File: config.mk
export PLATFORM = sky130hd
export DESIGN_NAME = mem_port_arbiter_flat
export DESIGN_NICKNAME = d
export VERILOG_FILES = /design/src/rtl/mem_port_arbiter_pkg.sv /design/src/rtl/mem_port_arbiter_if.sv /design/src/rtl/mem_port_arbiter.sv /design/src/flat_wrapper.sv
export SDC_FILE = /design/constraint.sdc
export NUM_CORES = 1
export LEC_CHECK = 0
export CAP_MARGIN = 20
export CORE_ASPECT_RATIO = 0.5
export CORE_MARGIN = 10
export CORE_UTILIZATION = 37
export CTS_BUF_LIST = sky130_fd_sc_hd__clkbuf_2 sky130_fd_sc_hd__clkbuf_4 sky130_fd_sc_hd__clkbuf_8
export DETAILED_ROUTE_END_ITERATION = 6
export PLACE_DENSITY = 0.79
export SYNTH_ARGS = -nofsm -noshare
export SYNTH_HDL_FRONTEND = slang
export SYNTH_SLANG_ARGS = --single-unit
File: constraint.sdc
create_clock -name clk -period 4.1 [get_ports clk]
set_input_delay 0.615 -clock clk [delete_from_list [all_inputs] [get_ports clk]]
set_output_delay 0.615 -clock clk [all_outputs]
set_load 0.01 [all_outputs]
File: src/rtl/mem_port_arbiter_pkg.sv
// Shared types and constants for the unified I/D memory port arbiter.
// Holds the FSM state encoding, default bus widths and full byte mask.
package rv_mem_pkg;

  localparam int DEF_AW = 32;
  localparam int DEF_DW = 32;

  localparam logic [DEF_DW/8-1:0] BE_FULL = '1;

  typedef enum logic [1:0] {
    ST_IDLE    = 2'd0,
    ST_BUSY_IF = 2'd1,
    ST_BUSY_D  = 2'd2,
    ST_RESP    = 2'd3
  } arb_state_t;

endpackage

File: src/rtl/mem_port_arbiter_if.sv
// Bus bundle between fetch, data stage, memory and the port arbiter.
// slave: arbiter view; master: requesters plus memory (environment).
interface mem_port_arbiter_if
  import rv_mem_pkg::*;
#(
  parameter int AW = DEF_AW,
  parameter int DW = DEF_DW
);

  logic            if_req;
  logic [AW-1:0]   if_addr;
  logic            if_ack;
  logic [DW-1:0]   if_rdata;

  logic            d_req;
  logic            d_we;
  logic [AW-1:0]   d_addr;
  logic [DW-1:0]   d_wdata;
  logic [DW/8-1:0] d_be;
  logic            d_ack;
  logic [DW-1:0]   d_rdata;

  logic            stall_if;
  logic            stall_mem;

  logic            mem_req;
  logic            mem_we;
  logic [AW-1:0]   mem_addr;
  logic [DW-1:0]   mem_wdata;
  logic [DW/8-1:0] mem_be;
  logic            mem_ready;
  logic [DW-1:0]   mem_rdata;

  modport slave (
    input  if_req, if_addr,
    input  d_req, d_we, d_addr,
    input  d_wdata, d_be,
    input  mem_ready, mem_rdata,
    output if_ack, if_rdata,
    output d_ack, d_rdata,
    output stall_if, stall_mem,
    output mem_req, mem_we, mem_addr,
    output mem_wdata, mem_be
  );

  modport master (
    output if_req, if_addr,
    output d_req, d_we, d_addr,
    output d_wdata, d_be,
    output mem_ready, mem_rdata,
    input  if_ack, if_rdata,
    input  d_ack, d_rdata,
    input  stall_if, stall_mem,
    input  mem_req, mem_we, mem_addr,
    input  mem_wdata, mem_be
  );

endinterface

File: src/rtl/mem_port_arbiter.sv
// Grants the single memory port to fetch or data stage, one at a time.
// Ports: clk, rst (async, active high), bus (slave side of the bundle).
module mem_port_arbiter
  import rv_mem_pkg::*;
#(
  parameter int AW           = DEF_AW,
  parameter int DW           = DEF_DW,
  parameter int STARVE_LIMIT = 4
) (
  input logic               clk,
  input logic               rst,
  mem_port_arbiter_if.slave bus
);

  localparam int BW = DW / 8;
  localparam int CW = $clog2(STARVE_LIMIT + 1);
  localparam logic [CW-1:0] CMAX = CW'(STARVE_LIMIT);

  arb_state_t    state;
  arb_state_t    state_n;
  logic [CW-1:0] starve_cnt;
  logic          grant_if;
  logic          grant_d;
  logic          busy;
  logic          done;
  logic          owner_d;
  logic          if_ack_c;
  logic          d_ack_c;

  logic [AW-1:0] addr_n;
  logic          we_n;
  logic [DW-1:0] wdata_n;
  logic [BW-1:0] be_n;

  always_ff @(posedge clk or posedge rst) begin
    if (rst) begin
      state <= ST_IDLE;
    end else begin
      state <= state_n;
    end
  end

  // D wins a tie unless IF has waited out its starve budget.
  always_comb begin
    state_n  = state;
    grant_if = 1'b0;
    grant_d  = 1'b0;
    unique case (state)
      ST_IDLE: begin
        if (bus.d_req &&
            !(bus.if_req && starve_cnt == CMAX)) begin
          grant_d = 1'b1;
          state_n = ST_BUSY_D;
        end else if (bus.if_req) begin
          grant_if = 1'b1;
          state_n  = ST_BUSY_IF;
        end
      end
      ST_BUSY_IF, ST_BUSY_D: begin
        if (bus.mem_ready) begin
          state_n = ST_RESP;
        end
      end
      ST_RESP: state_n = ST_IDLE;
      default: state_n = ST_IDLE;
    endcase
  end

  always_comb begin
    busy     = (state == ST_BUSY_IF) ||
               (state == ST_BUSY_D);
    done     = busy && bus.mem_ready;
    if_ack_c = (state == ST_RESP) && !owner_d;
    d_ack_c  = (state == ST_RESP) && owner_d;
    addr_n   = bus.d_addr;
    we_n     = bus.d_we;
    wdata_n  = bus.d_wdata;
    be_n     = bus.d_be;
    if (grant_if) begin
      addr_n  = bus.if_addr;
      we_n    = 1'b0;
      wdata_n = '0;
      be_n    = '1;
    end
  end

  assign bus.mem_req   = busy;
  assign bus.if_ack    = if_ack_c;
  assign bus.d_ack     = d_ack_c;
  assign bus.stall_if  = bus.if_req && !if_ack_c;
  assign bus.stall_mem = bus.d_req && !d_ack_c;

  // Request fields are latched once at grant and held for the whole
  // transaction, so requesters may change inputs after the grant.
  always_ff @(posedge clk or posedge rst) begin
    if (rst) begin
      bus.mem_we    <= 1'b0;
      bus.mem_addr  <= '0;
      bus.mem_wdata <= '0;
      bus.mem_be    <= '0;
      bus.if_rdata  <= '0;
      bus.d_rdata   <= '0;
      owner_d       <= 1'b0;
    end else begin
      if (grant_if || grant_d) begin
        bus.mem_we    <= we_n;
        bus.mem_addr  <= addr_n;
        bus.mem_wdata <= wdata_n;
        bus.mem_be    <= be_n;
        owner_d       <= grant_d;
      end
      if (done) begin
        if (owner_d) begin
          bus.d_rdata <= bus.mem_rdata;
        end else begin
          bus.if_rdata <= bus.mem_rdata;
        end
      end
    end
  end

  always_ff @(posedge clk or posedge rst) begin
    if (rst) begin
      starve_cnt <= '0;
    end else if (grant_if) begin
      starve_cnt <= '0;
    end else if (grant_d && bus.if_req &&
                 starve_cnt != CMAX) begin
      starve_cnt <= starve_cnt + CW'(1);
    end
  end

endmodule
File: src/flat_wrapper.sv
// flat-port wrapper written by rule: the top's interface ports become plain ports
module mem_port_arbiter_flat import rv_mem_pkg::*;
#(
  parameter int AW           = DEF_AW,
  parameter int DW           = DEF_DW,
  parameter int STARVE_LIMIT = 4
)
  (clk, rst, bus_if_req, bus_if_addr, bus_d_req, bus_d_we, bus_d_addr, bus_d_wdata, bus_d_be, bus_mem_ready, bus_mem_rdata, bus_if_ack, bus_if_rdata, bus_d_ack, bus_d_rdata, bus_stall_if, bus_stall_mem, bus_mem_req, bus_mem_we, bus_mem_addr, bus_mem_wdata, bus_mem_be);
  mem_port_arbiter_if #(.AW(AW), .DW(DW)) bus_i ();
  input logic clk;
  input logic rst;
  input wire logic [$bits(bus_i.if_req)-1:0] bus_if_req;
  input wire logic [$bits(bus_i.if_addr)-1:0] bus_if_addr;
  input wire logic [$bits(bus_i.d_req)-1:0] bus_d_req;
  input wire logic [$bits(bus_i.d_we)-1:0] bus_d_we;
  input wire logic [$bits(bus_i.d_addr)-1:0] bus_d_addr;
  input wire logic [$bits(bus_i.d_wdata)-1:0] bus_d_wdata;
  input wire logic [$bits(bus_i.d_be)-1:0] bus_d_be;
  input wire logic [$bits(bus_i.mem_ready)-1:0] bus_mem_ready;
  input wire logic [$bits(bus_i.mem_rdata)-1:0] bus_mem_rdata;
  output wire logic [$bits(bus_i.if_ack)-1:0] bus_if_ack;
  output wire logic [$bits(bus_i.if_rdata)-1:0] bus_if_rdata;
  output wire logic [$bits(bus_i.d_ack)-1:0] bus_d_ack;
  output wire logic [$bits(bus_i.d_rdata)-1:0] bus_d_rdata;
  output wire logic [$bits(bus_i.stall_if)-1:0] bus_stall_if;
  output wire logic [$bits(bus_i.stall_mem)-1:0] bus_stall_mem;
  output wire logic [$bits(bus_i.mem_req)-1:0] bus_mem_req;
  output wire logic [$bits(bus_i.mem_we)-1:0] bus_mem_we;
  output wire logic [$bits(bus_i.mem_addr)-1:0] bus_mem_addr;
  output wire logic [$bits(bus_i.mem_wdata)-1:0] bus_mem_wdata;
  output wire logic [$bits(bus_i.mem_be)-1:0] bus_mem_be;
  assign bus_i.if_req = bus_if_req;
  assign bus_i.if_addr = bus_if_addr;
  assign bus_i.d_req = bus_d_req;
  assign bus_i.d_we = bus_d_we;
  assign bus_i.d_addr = bus_d_addr;
  assign bus_i.d_wdata = bus_d_wdata;
  assign bus_i.d_be = bus_d_be;
  assign bus_i.mem_ready = bus_mem_ready;
  assign bus_i.mem_rdata = bus_mem_rdata;
  assign bus_if_ack = bus_i.if_ack;
  assign bus_if_rdata = bus_i.if_rdata;
  assign bus_d_ack = bus_i.d_ack;
  assign bus_d_rdata = bus_i.d_rdata;
  assign bus_stall_if = bus_i.stall_if;
  assign bus_stall_mem = bus_i.stall_mem;
  assign bus_mem_req = bus_i.mem_req;
  assign bus_mem_we = bus_i.mem_we;
  assign bus_mem_addr = bus_i.mem_addr;
  assign bus_mem_wdata = bus_i.mem_wdata;
  assign bus_mem_be = bus_i.mem_be;
  mem_port_arbiter #(.AW(AW), .DW(DW), .STARVE_LIMIT(STARVE_LIMIT)) u_core (.clk(clk), .rst(rst), .bus(bus_i));
endmodule
======== Word level (Yosys, flattened, before mapping) ========
Cells that the tools add are included.
storage, ports and cells
  register bits after elaboration ......... 139
  output and inout port bits .............. 138
operators by class
  $add $sub $neg .......................... 1
  equal/unequal tests ..................... 7
  mux-type cells .......................... 15
  bitwise logic cells ..................... 1
  reductions and logical operators ........ 21
operators with widths
  cell                   count
  $mux W32               2
  $logic_and A1 B1 Y1    9
  $mux W1                6
  $mux W2                3
  $mux W3                2
  $pmux W2 S3            1
  $reduce_and A2 Y1      3
  $eq A2 B2 Y1 const B   2
  $logic_not A1 Y1       4
  $mux W4                1
  $add A3 B1 Y3 const B  1
  $eq A3 B3 Y1 const B   1
  $ne A3 B2 Y1 const B   1
  $ne A3 B3 Y1 const B   1
  $eq A2 B1 Y1 const B   1
  $logic_not A2 Y1       1
  $logic_or A1 B1 Y1     2
  $ne A2 B2 Y1 const B   1
  $reduce_bool A2 Y1     1
  $reduce_or A2 Y1       1
  $not A1 Y1             1

======== Logic depth before layout (Yosys ltp) ========
Gate-level depths: netlist (run 1).
  depth in word-level cells ............... 10
  gate-level depth with buffers ........... 8

======== Worst setup path after synthesis (run 1) ========
No wires, ideal clock.
  kind .................................... input -> register
  from .................................... input port bus_if_req
  to ...................................... register u_core.bus.mem_addr[10]
  setup time .............................. 0.126 ns
  arrival time ............................ 1.630 ns
  slack ................................... 2.344 ns
  stages on the path ...................... 7
  path through ............................ buf_4 -> and3_1 -> buf_4 -> nor2_2 -> buf_6 -> buf_6 -> a221o_1
between the ends
  word-level cells in the longest chain between the ends .. 6
  elaborated cells between the ends (all ways) .. 10
  those cells by class .................... 6 x mux; 4 x reduce/logical
RTL lines
  what                                            RTL line                                         RTL
  start, declared                                 flat_wrapper.sv:12                               input wire logic [$bits(bus_i.if_req)-1:0] bus_if_req;
  $logic_and A1 B1 Y1                             mem_port_arbiter.sv:51                           !(bus.if_req && starve_cnt == CMAX)) begin
  $logic_not A1 Y1                                mem_port_arbiter.sv:51
  $logic_and A1 B1 Y1                             mem_port_arbiter.sv:50                           if (bus.d_req &&
  $mux W1                                         mem_port_arbiter.sv:50
  $mux W1                                         mem_port_arbiter.sv:48                           unique case (state)
  $mux W32 or $logic_or A1 B1 Y1 (tied branches)  mem_port_arbiter.sv:79, mem_port_arbiter.sv:105
  end signal, assigned                            mem_port_arbiter.sv:107                          bus.mem_addr <= addr_n;
  end, declared                                   mem_port_arbiter_if.sv:42                        output mem_req, mem_we, mem_addr,
Parallel ways exist; a longest one is shown, timed or not.
A chain may end at the register's enable or synchronous reset.

======== Worst setup path after layout (run 1) ========
  from .................................... input port bus_d_req
  to ...................................... output port bus_stall_mem
between the ends
  word-level cells in the longest chain between the ends .. 1
RTL lines
  what                 RTL line                RTL
  start, declared      flat_wrapper.sv:14      input wire logic [$bits(bus_i.d_req)-1:0] bus_d_req;
  $logic_and A1 B1 Y1  mem_port_arbiter.sv:91  assign bus.stall_mem = bus.d_req && !d_ack_c;
  end, declared        flat_wrapper.sv:26      output wire logic [$bits(bus_i.stall_mem)-1:0] bus_stall_mem;
No other way between the ends.

==> impl_metrics.toml, run 1 <==
[status]
outcome = "complete, no violations"

[route]
wire_per_inst_um = 21.1
ant_nets = 0
vias = 4275
drtIter0Drc = 217
wl_met1_um = 6830
first_pass_iters = 4
drcViolationCount = 0
routed_wl_um = 18300
highest_layer = "met4"
wl_met2_um = 10400
dr_wl_met3_um = 798
vias_per_cell = 4.93

[job]
drv_cap = 0

[logic_synthesis]
synth_cell_types = 28
synth_area_leaders = "dfrtp_1 (63%), mux2_2 (13%), a221o_1 (5.8%), a22o_1 (5.2%), and2_1 (3.7%)"
synth_edf_count = 0
synth_nets = 524
yosysTopAreaCell = "dfrtp_1"
ys_seq_area_share_pct = 63.1
ys_seq_elements = 139
ys_top_cells_by_count = "dfrtp_1 (139), mux2_2 (65), a22o_1 (33), and2_1 (33), a221o_1 (32)"
synth.avg_cell_area_um2 = 14.5
syn_area_mm2 = 0.00552
synthFlopType = "dfrtp_1"
ys_warn_count = 0
synth_cells = 381
synth_most_common_cell = "dfrtp_1"
synth_top_area_share_pct = 63.1
synthArstFlopShare_pct = 100

[setup_path]
end_kind = "output pin"
cp-start-kind = "primary input"
path_buf_inv = 2
critPathLaunch = "bus_d_req"
max_stage_delay_ps = 710
r2r_start = "u_core.state[0]$_DFFE_PP0P_"
critPathSlowestCell = "clkdlybuf4s50_1"
critical_path_class = "in2out"
path_cells = "clkdlybuf4s50_1 -> nor2b_1 -> clkdlybuf4s50_1"
crit_family = "buffers and inverters"
worstPathRequired_ps = 3480
cp.arrival_ps = 2060
critPathMaxFanout = 9
crit_top_cell = "clkdlybuf4s50_1"

[clocking]
cts_resized = 0
postCtsSetupBuffers = 0
cts_tree = "yes"
clk_transition_reported_paths_ps = 90
holdBufCountCts = 0
cts_max_level = 4
clock_path_buffers = 2
clock-root-buffer = "clkbuf_8"
cts_buffers = 17
insertion_delay_ps = 430
cts_sinks = 139

[cells_and_area]
regArea_mm2 = 0.00348
syn2layout_area_growth_pct = 60.7
drive_above_1_share_pct = 16.3
fin_area_mm2 = 0.00886
num_antenna_cells = 0
multi_input_area_mm2 = 0.00187
final_cells = 868
fill_cells = 1169
nets = 800

[sta]
skew_ps = 20.7
slew_viol_final = 0
hold_viol = 0
setup_ws_ps = 1420
setup_viol = 0
relSlewSlack_pct = 47.4
max_freq_ghz = 0.374
rsz0062_at_grt = "false"
worst_pin_slew_ps = 787
setup_tns_ps = 0
min_period_ps = 2680
period_share_pct = 65.3

[placed_design]
pre_cts_slack_ps = 1320
io_buffers = 275
dpl.cell_count = 835
hpwlAfterDp_um = 14000
placed_area_mm2 = 0.00846
place_congestion = 0.778

[floorplanning]
die_y_um = 106
initial_core_util_pct = 37.9
core_area_mm2 = 0.0145
fp.dieW_um = 193
dieArea_mm2 = 0.0205
pin_count = 276
rows = 31

[pwr]
p_switching_mw = 2.29
clockPowerShare_pct = 16.0
combPwrFrac_pct = 49.2
leakagePower_nw = 3.77
p_per_area_mw_per_mm2 = 777
power_frac_seq_pct = 34.8
peakVddDrop_v = 0.000298
p_sw_share_pct = 33.2
internal_power_mw = 4.60

[global_routing]
gr-total-overflow = 0
grt_max_degree = 64
track_usage_pct = 17.5
antenna_found_initial = 0
grt_pass1_vias = 4616
grt_pass1_wl_um = 27800

[worst_hold_path]
hold_path.class = "in2async"
## metal layers
layer	global-route usage (%)	up-vias
met1	18.7	2180
met3	3.72	20
li1	-	1960
met2	33.8	115
met4	4.84	0
met5	0	-
## state kept, by name, summed over array words and instances (netlist names)
register,flops
u_core.bus.if_rdata,32
u_core.state,2
u_core.bus.mem_be,4
u_core.bus.d_rdata,32
u_core.bus.mem_we,1
u_core.starve_cnt,3
u_core.bus.mem_addr,32
u_core.owner_d,1
u_core.bus.mem_wdata,32
## logic make-up (layout without fill, tap and decap cells)
logic type                 count (synthesis)  after routing  synth area share [%]
AOI/OAI and AO/OA                         79             79                  12.7
adders and majority gates                  5              5                  1.13
buffers and inverters                     34            323                  3.36
DFF                                      139            139                  63.1
muxes                                     66             66                  13.5
and+or+nand+nor                           58             58                  6.28
## layout make-up
class	instances	share of cell area, %
Sequential cell	139	39.2
Timing Repair Buffer	283	32.2
Multi-Input combinational cell	208	21.1
Clock buffer	21	3.12
Tap cell	198	2.79
Clock inverter	11	1.24
Inverter	8	0.381
## final timing paths
kind	end	slack (ps)	depth (start not counted)
setup / recovery	bus_stall_mem	1420	3
hold / removal	u_core.bus.mem_addr[31]$_DFFE_PP0P_	410	2
setup reg to reg	u_core.bus.mem_addr[30]$_DFFE_PP0P_	1870	6
hold reg to reg	u_core.bus.mem_wdata[10]$_DFFE_PP0P_	500	1
max in group asynchronous	u_core.bus.if_rdata[2]$_DFFE_PP0P_	2760	4
min in group clk	u_core.bus.mem_wdata[10]$_DFFE_PP0P_	500	1
## power groups by stage
stage	registers [mW]	clock network, mW	logic, mW
detailed placement	2.41	0	3.46
global route	2.48	1.20	3.62
global placement	2.39	0	3.39
CTS	2.40	1.13	3.46
floorplan	2.68	0	1.30
finish	2.40	1.10	3.39
## through the flow
step                      hold WS, ps  util (%)  total power, mW
after global routing              395      60.9             7.30
after CTS                         508      60.8             6.99
after global placement            484      58.2             5.78
after floorplan                   485         -             3.98
final                             414      60.9             6.89
after detailed placement          482      58.2             5.87
## cell usage in the layout, fill, tap and decap left out
| cell type | instances |
|---|---|
| a32o_1 | 2 |
| clkinv_4 | 1 |
| nand3_1 | 7 |
| clkbuf_8 | 19 |
| nand2_1 | 5 |
| a21oi_2 | 1 |
| nand4_1 | 1 |
| buf_4 | 5 |
| nand3b_1 | 4 |
| clkbuf_4 | 2 |
| clkdlybuf4s50_1 | 275 |
| inv_6 | 5 |
| a2bb2oi_1 | 1 |
| nor2_1 | 1 |
| inv_1 | 7 |
| ha_1 | 5 |
| o21ai_4 | 1 |
| nor2_4 | 1 |
| nand4b_1 | 1 |
| and2_0 | 1 |
| buf_12 | 3 |
| o22ai_1 | 3 |
| bufinv_16 | 1 |
| a221o_1 | 32 |
| a22o_1 | 33 |
| dfrtp_1 | 139 |
| o21ai_0 | 6 |
| nor2b_1 | 3 |
| clkinvlp_4 | 4 |
| clkinv_2 | 1 |
| and2_1 | 33 |
| mux2i_1 | 1 |
| and3_1 | 1 |
| mux2_2 | 65 |
## worst register-to-register path: cells and delay by family, from the launching register on
kind	cells	cell delay, ps
and+or+nand+nor	2	870
buffers and inverters	2	390
DFF	1	380
adders and majority gates	1	320
AOI/OAI and AO/OA	1	210
No activity file was read; power rests on OpenSTA's default activity.
==> run 2: changes to the inputs <==
--- a/config.mk
+++ b/config.mk
@@ -8,10 +8,10 @@
 export CAP_MARGIN = 20
 export CORE_ASPECT_RATIO = 0.5
 export CORE_MARGIN = 10
-export CORE_UTILIZATION = 37
+export CORE_UTILIZATION = 40
 export CTS_BUF_LIST = sky130_fd_sc_hd__clkbuf_2 sky130_fd_sc_hd__clkbuf_4 sky130_fd_sc_hd__clkbuf_8
 export DETAILED_ROUTE_END_ITERATION = 6
-export PLACE_DENSITY = 0.79
+export PLACE_DENSITY = 0.81
 export SYNTH_ARGS = -nofsm -noshare
 export SYNTH_HDL_FRONTEND = slang
 export SYNTH_SLANG_ARGS = --single-unit
==> constraint.sdc (replaced) <==
create_clock -name clk -period 2.75 [get_ports clk]
set_input_delay 0.4125 -clock clk [delete_from_list [all_inputs] [get_ports clk]]
set_output_delay 0.4125 -clock clk [all_outputs]
set_load 0.01 [all_outputs]
==> impl_metrics.toml, run 2 (same netlist as run 1, synthesis figures left out) <==
[route]
drcViolationCount = 0
routed_wl_um = 18600
vias_per_cell = 5.03
first_pass_iters = 4
drtIter0Drc = 274
wire_per_inst_um = 21.9
vias = 4276
ant_nets = 0

[floorplanning]
dieArea_mm2 = 0.0192
fp.dieW_um = 186
die_y_um = 103
core_area_mm2 = 0.0135
pin_count = 276
initial_core_util_pct = 40.8
rows = 30

[pwr]
peakVddDrop_v = 0.000434
p_per_area_mw_per_mm2 = 1180
leakagePower_nw = 3.81

[setup_path]
critPathMaxFanout = 2
critPathSlowestCell = "clkdlybuf4s50_1"
worstPathRequired_ps = 2340
end_kind = "output pin"
cp-start-kind = "flip-flop"
cp.arrival_ps = 1890
critical_path_class = "reg2out"
max_stage_delay_ps = 570
path_cells = "ha_1 -> and2_1 -> nor2b_1 -> clkdlybuf4s50_1"

[cells_and_area]
final_common_cell = "clkdlybuf4s50_1"
fill_cells = 1005
syn2layout_area_growth_pct = 62.2
fin_area_mm2 = 0.00895
nets = 804
layout_common_cells = "clkdlybuf4s50_1 (275), dfrtp_1 (139), mux2_2 (65)"
drive_above_1_share_pct = 16.8
num_antenna_cells = 0

[placed_design]
io_buffers = 275
place_congestion = 0.839
placed_area_mm2 = 0.00851
hpwlAfterDp_um = 14300

[sta]
slew_viol_final = 0
max_freq_ghz = 0.435
setup_viol = 0
setup_tns_ps = 0
hold_viol = 0
skew_ps = 12.0
period_share_pct = 83.7
worst_pin_slew_ps = 430
rsz0062_at_grt = "false"
relSlewSlack_pct = 71.4
min_period_ps = 2300

[clocking]
clk_transition_reported_paths_ps = 80
cts_resized = 0
holdBufCountCts = 0
postCtsSetupBuffers = 0
insertion_delay_ps = 430
clock_path_buffers = 2
cts_sinks = 139
cts_tree = "yes"
cts_max_level = 4
clock-root-buffer = "clkbuf_8"
cts_buffers = 17

[global_routing]
antenna_found_initial = 0
grt_pass1_vias = 4689
gr-total-overflow = 0
grt_pass1_wl_um = 27700
grt_max_degree = 66
track_usage_pct = 19.2

[status]
outcome = "complete, no violations"

[worst_hold_path]
hold_path.class = "in2async"

[job]
drv_cap = 0
## run 2: cell types whose count changed in the layout (fill, tap and decap cells not counted), sizes merged
| cell | delta |
|---|---|
| buf | +4 |
| bufinv | +3 |
| clkbuf | -2 |
| inv | -2 |
| clkinv | +1 |
## run 2: worst paths after layout
check | cells past startpoint | startpoint | slack (ps) | end
worst min register to register | 1 | u_core.bus.mem_wdata[21]$_DFFE_PP0P_ | 500 | u_core.bus.mem_wdata[21]$_DFFE_PP0P_
worst max-delay path | 4 | u_core.state[0]$_DFFE_PP0P_ | 450 | bus_stall_mem
worst max register to register | 6 | u_core.state[0]$_DFFE_PP0P_ | 950 | u_core.bus.mem_wdata[24]$_DFFE_PP0P_
worst min-delay path | 3 | rst | 440 | u_core.bus.d_rdata[31]$_DFFE_PP0P_
max in group asynchronous | 3 | rst | 2000 | u_core.bus.d_rdata[8]$_DFFE_PP0P_
min in group clk | 1 | u_core.bus.mem_wdata[21]$_DFFE_PP0P_ | 500 | u_core.bus.mem_wdata[21]$_DFFE_PP0P_
## run 2: per-stage QoR
step           power [mW]  hold WS [ps]  std cells  worst slack (ps)  utilization [%]
5_1_grt              11.1           453        850               381             66.2
3_5_place_dp         8.82           485        818               460             62.9
4_1_cts              10.7           429        850               414             66.2
2_1_floorplan        5.94           485        381               602                -
6_report             10.6           444        850               449             66.2
3_3_place_gp         8.65           483        818               486             62.9
## run 2: power breakdown
group / total, mW / switching (mW) / internal (mW)
Sequential: 3.59 / 0.537 / 3.05
Clock: 1.84 / 0.820 / 1.02
Combinational: 5.15 / 2.10 / 3.05
Total: 10.6 / 3.45 / 7.12
## run 2: critical path, delay by kind of cell, from the launching register on
family        cells  cell delay (ps)
fa+ha+maj         1              210
buf+inv           1              570
flops             1              380
simple gates      2              310
## run 2: area by class of cell
| class | instances | area (um^2) | share of cell area (%) |
|---|---|---|---|
| clock buffers | 19 | 249 | 2.78 |
| clock inverters | 13 | 191 | 2.14 |
| repair buffers | 287 | 2910 | 32.5 |
| inverters | 8 | 33.8 | 0.378 |
| well taps | 176 | 220 | 2.46 |
| multi-input cells | 208 | 1870 | 20.9 |
| flip-flops and latches | 139 | 3480 | 38.9 |
## run 2: per-layer routing
layer	track usage [%]	vias up	wire length [um]
met5	0	-	0
met4	6.09	0	259
met3	3.20	16	656
met2	37.7	106	10800
met1	20.7	2186	6890
li1	-	1968	-
==> run 3: changes to the inputs <==
--- a/config.mk
+++ b/config.mk
@@ -8,10 +8,10 @@
 export CAP_MARGIN = 20
 export CORE_ASPECT_RATIO = 0.5
 export CORE_MARGIN = 10
-export CORE_UTILIZATION = 40
+export CORE_UTILIZATION = 37
 export CTS_BUF_LIST = sky130_fd_sc_hd__clkbuf_2 sky130_fd_sc_hd__clkbuf_4 sky130_fd_sc_hd__clkbuf_8
 export DETAILED_ROUTE_END_ITERATION = 6
-export PLACE_DENSITY = 0.81
+export PLACE_DENSITY = 0.79
 export SYNTH_ARGS = -nofsm -noshare
 export SYNTH_HDL_FRONTEND = slang
 export SYNTH_SLANG_ARGS = --single-unit
==> constraint.sdc (replaced) <==
create_clock -name clk -period 1.9 [get_ports clk]
set_input_delay 0.285 -clock clk [delete_from_list [all_inputs] [get_ports clk]]
set_output_delay 0.285 -clock clk [all_outputs]
set_load 0.01 [all_outputs]
==> impl_metrics.toml, run 3 (same netlist as run 1, synthesis figures left out) <==
[cells_and_area]
multi_input_area_mm2 = 0.00187
regArea_mm2 = 0.00348
syn2layout_area_growth_pct = 64.1
num_antenna_cells = 0
layout_common_cells = "clkdlybuf4s50_1 (270), dfrtp_1 (139), mux2_2 (65)"
drive_above_1_share_pct = 17.7
final_common_cell = "clkdlybuf4s50_1"
nets = 807
final_core_util_pct = 62.2
final_cells = 875
fill_cells = 1152

[floorplanning]
initial_core_util_pct = 37.9
core_area_mm2 = 0.0145
rows = 31
fp.dieW_um = 193
pin_count = 276
dieArea_mm2 = 0.0205
die_y_um = 106

[global_routing]
gr-total-overflow = 0
grt_max_degree = 47
track_usage_pct = 18.0
grt_pass1_wl_um = 28400
grt_pass1_vias = 4661
antenna_found_initial = 0

[clocking]
insertion_delay_ps = 430
holdBufCountCts = 0
clock_path_buffers = 2
postCtsSetupBuffers = 0
cts_sinks = 139
clock-root-buffer = "clkbuf_8"
cts_tree = "yes"
cts_resized = 8
clk_transition_reported_paths_ps = 70
cts_buffers = 17
cts_max_level = 4

[route]
routed_wl_um = 18600
vias = 4285
drtIter0Drc = 269
vias_per_cell = 4.90
drcViolationCount = 0
wire_per_inst_um = 21.3
ant_nets = 0
first_pass_iters = 4

[sta]
max_freq_ghz = 0.561
hold_ws_ps = 133
rsz0062_at_grt = "false"
relSlewSlack_pct = 80.4
period_share_pct = 93.9
slew_viol_final = 0
worst_pin_slew_ps = 293
hold_viol = 0
min_period_ps = 1780
setup_viol = 0
skew_ps = 13.9

[placed_design]
place_congestion = 0.808
io_buffers = 275
hpwlAfterDp_um = 14300
dpl.cell_count = 843

[pwr]
total_power_mw = 15.4
leakagePower_nw = 3.88
peakVddDrop_v = 0.000609
p_per_area_mw_per_mm2 = 1700

[worst_hold_path]
hold_path.class = "in2async"

[setup_path]
worstPathRequired_ps = 1620
critPathMaxFanout = 3
end_kind = "output pin"
critical_path_class = "reg2out"
cp-start-kind = "flip-flop"
cp.arrival_ps = 1500

[status]
outcome = "complete, no violations"

[job]
drv_cap = 0
## run 3: cell types whose count changed in the layout (fill, tap and decap cells not counted), moves of 2 or more
cell	previous run	this run
buf_12	5	10
buf_4	7	4
clkbuf_2	0	3
clkbuf_8	17	19
clkdlybuf4s50_1	275	270
clkinv_2	1	3
dlygate4sd2_1	0	2
inv_6	3	0
## run 3: where the power goes
group	internal (mW)	switching (mW)	leakage (nW)	total, mW
combinational	4.48	3.05	1.95	7.53
sequential	4.42	0.760	1.70	5.18
clock	1.53	1.15	0.223	2.67
## run 3: metal layers
metal | GRT usage (%) | up-vias | wire length, um
met5 | 0 | - | 0
met4 | 4.95 | 0 | 170
met3 | 3.36 | 12 | 718
met2 | 35.0 | 99 | 10900
met1 | 19.4 | 2208 | 6800
li1 | - | 1966 | -
## run 3: metrics by stage
stage          TNS [ps]  setup WS, ps  cell area [um^2]
2_1_floorplan    -16700          -120              5520
3_3_place_gp          0          70.2              8620
3_5_place_dp          0          10.3              8620
4_1_cts               0          14.5              9060
5_1_grt               0          29.7              9050
6_report              0           117              9050
## run 3: final timing paths
path | depth (start not counted) | start | end | slack (ps)
worst max-delay path | 3 | u_core.state[1]$_DFFE_PP0P_ | bus_d_ack | 120
worst max register to register | 6 | u_core.state[0]$_DFFE_PP0P_ | u_core.bus.mem_addr[1]$_DFFE_PP0P_ | 180
worst min register to register | 1 | u_core.bus.mem_wdata[7]$_DFFE_PP0P_ | u_core.bus.mem_wdata[7]$_DFFE_PP0P_ | 500
min in group clk | 3 | bus_d_be[1] | u_core.bus.mem_be[1]$_DFFE_PP0P_ | 450
worst min-delay path | 2 | rst | u_core.bus.mem_wdata[12]$_DFFE_PP0P_ | 130
max in group asynchronous | 3 | rst | u_core.bus.mem_addr[5]$_DFFE_PP0P_ | 1280
## run 3: critical path, cell delays in order (launching register included)
cell	delay [ps]
dfrtp_1	400
ha_1	210
and2_1	180
dlygate4sd2_1	290
## run 3: area by class of cell
cell class | instances | share of cell area [%]
repair buffers | 290 | 32.9
flip-flops and latches | 139 | 38.4
multi-input cells | 208 | 20.7
inverters | 8 | 0.373
clock buffers | 21 | 3.06
clock inverters | 11 | 1.85
well taps | 198 | 2.74
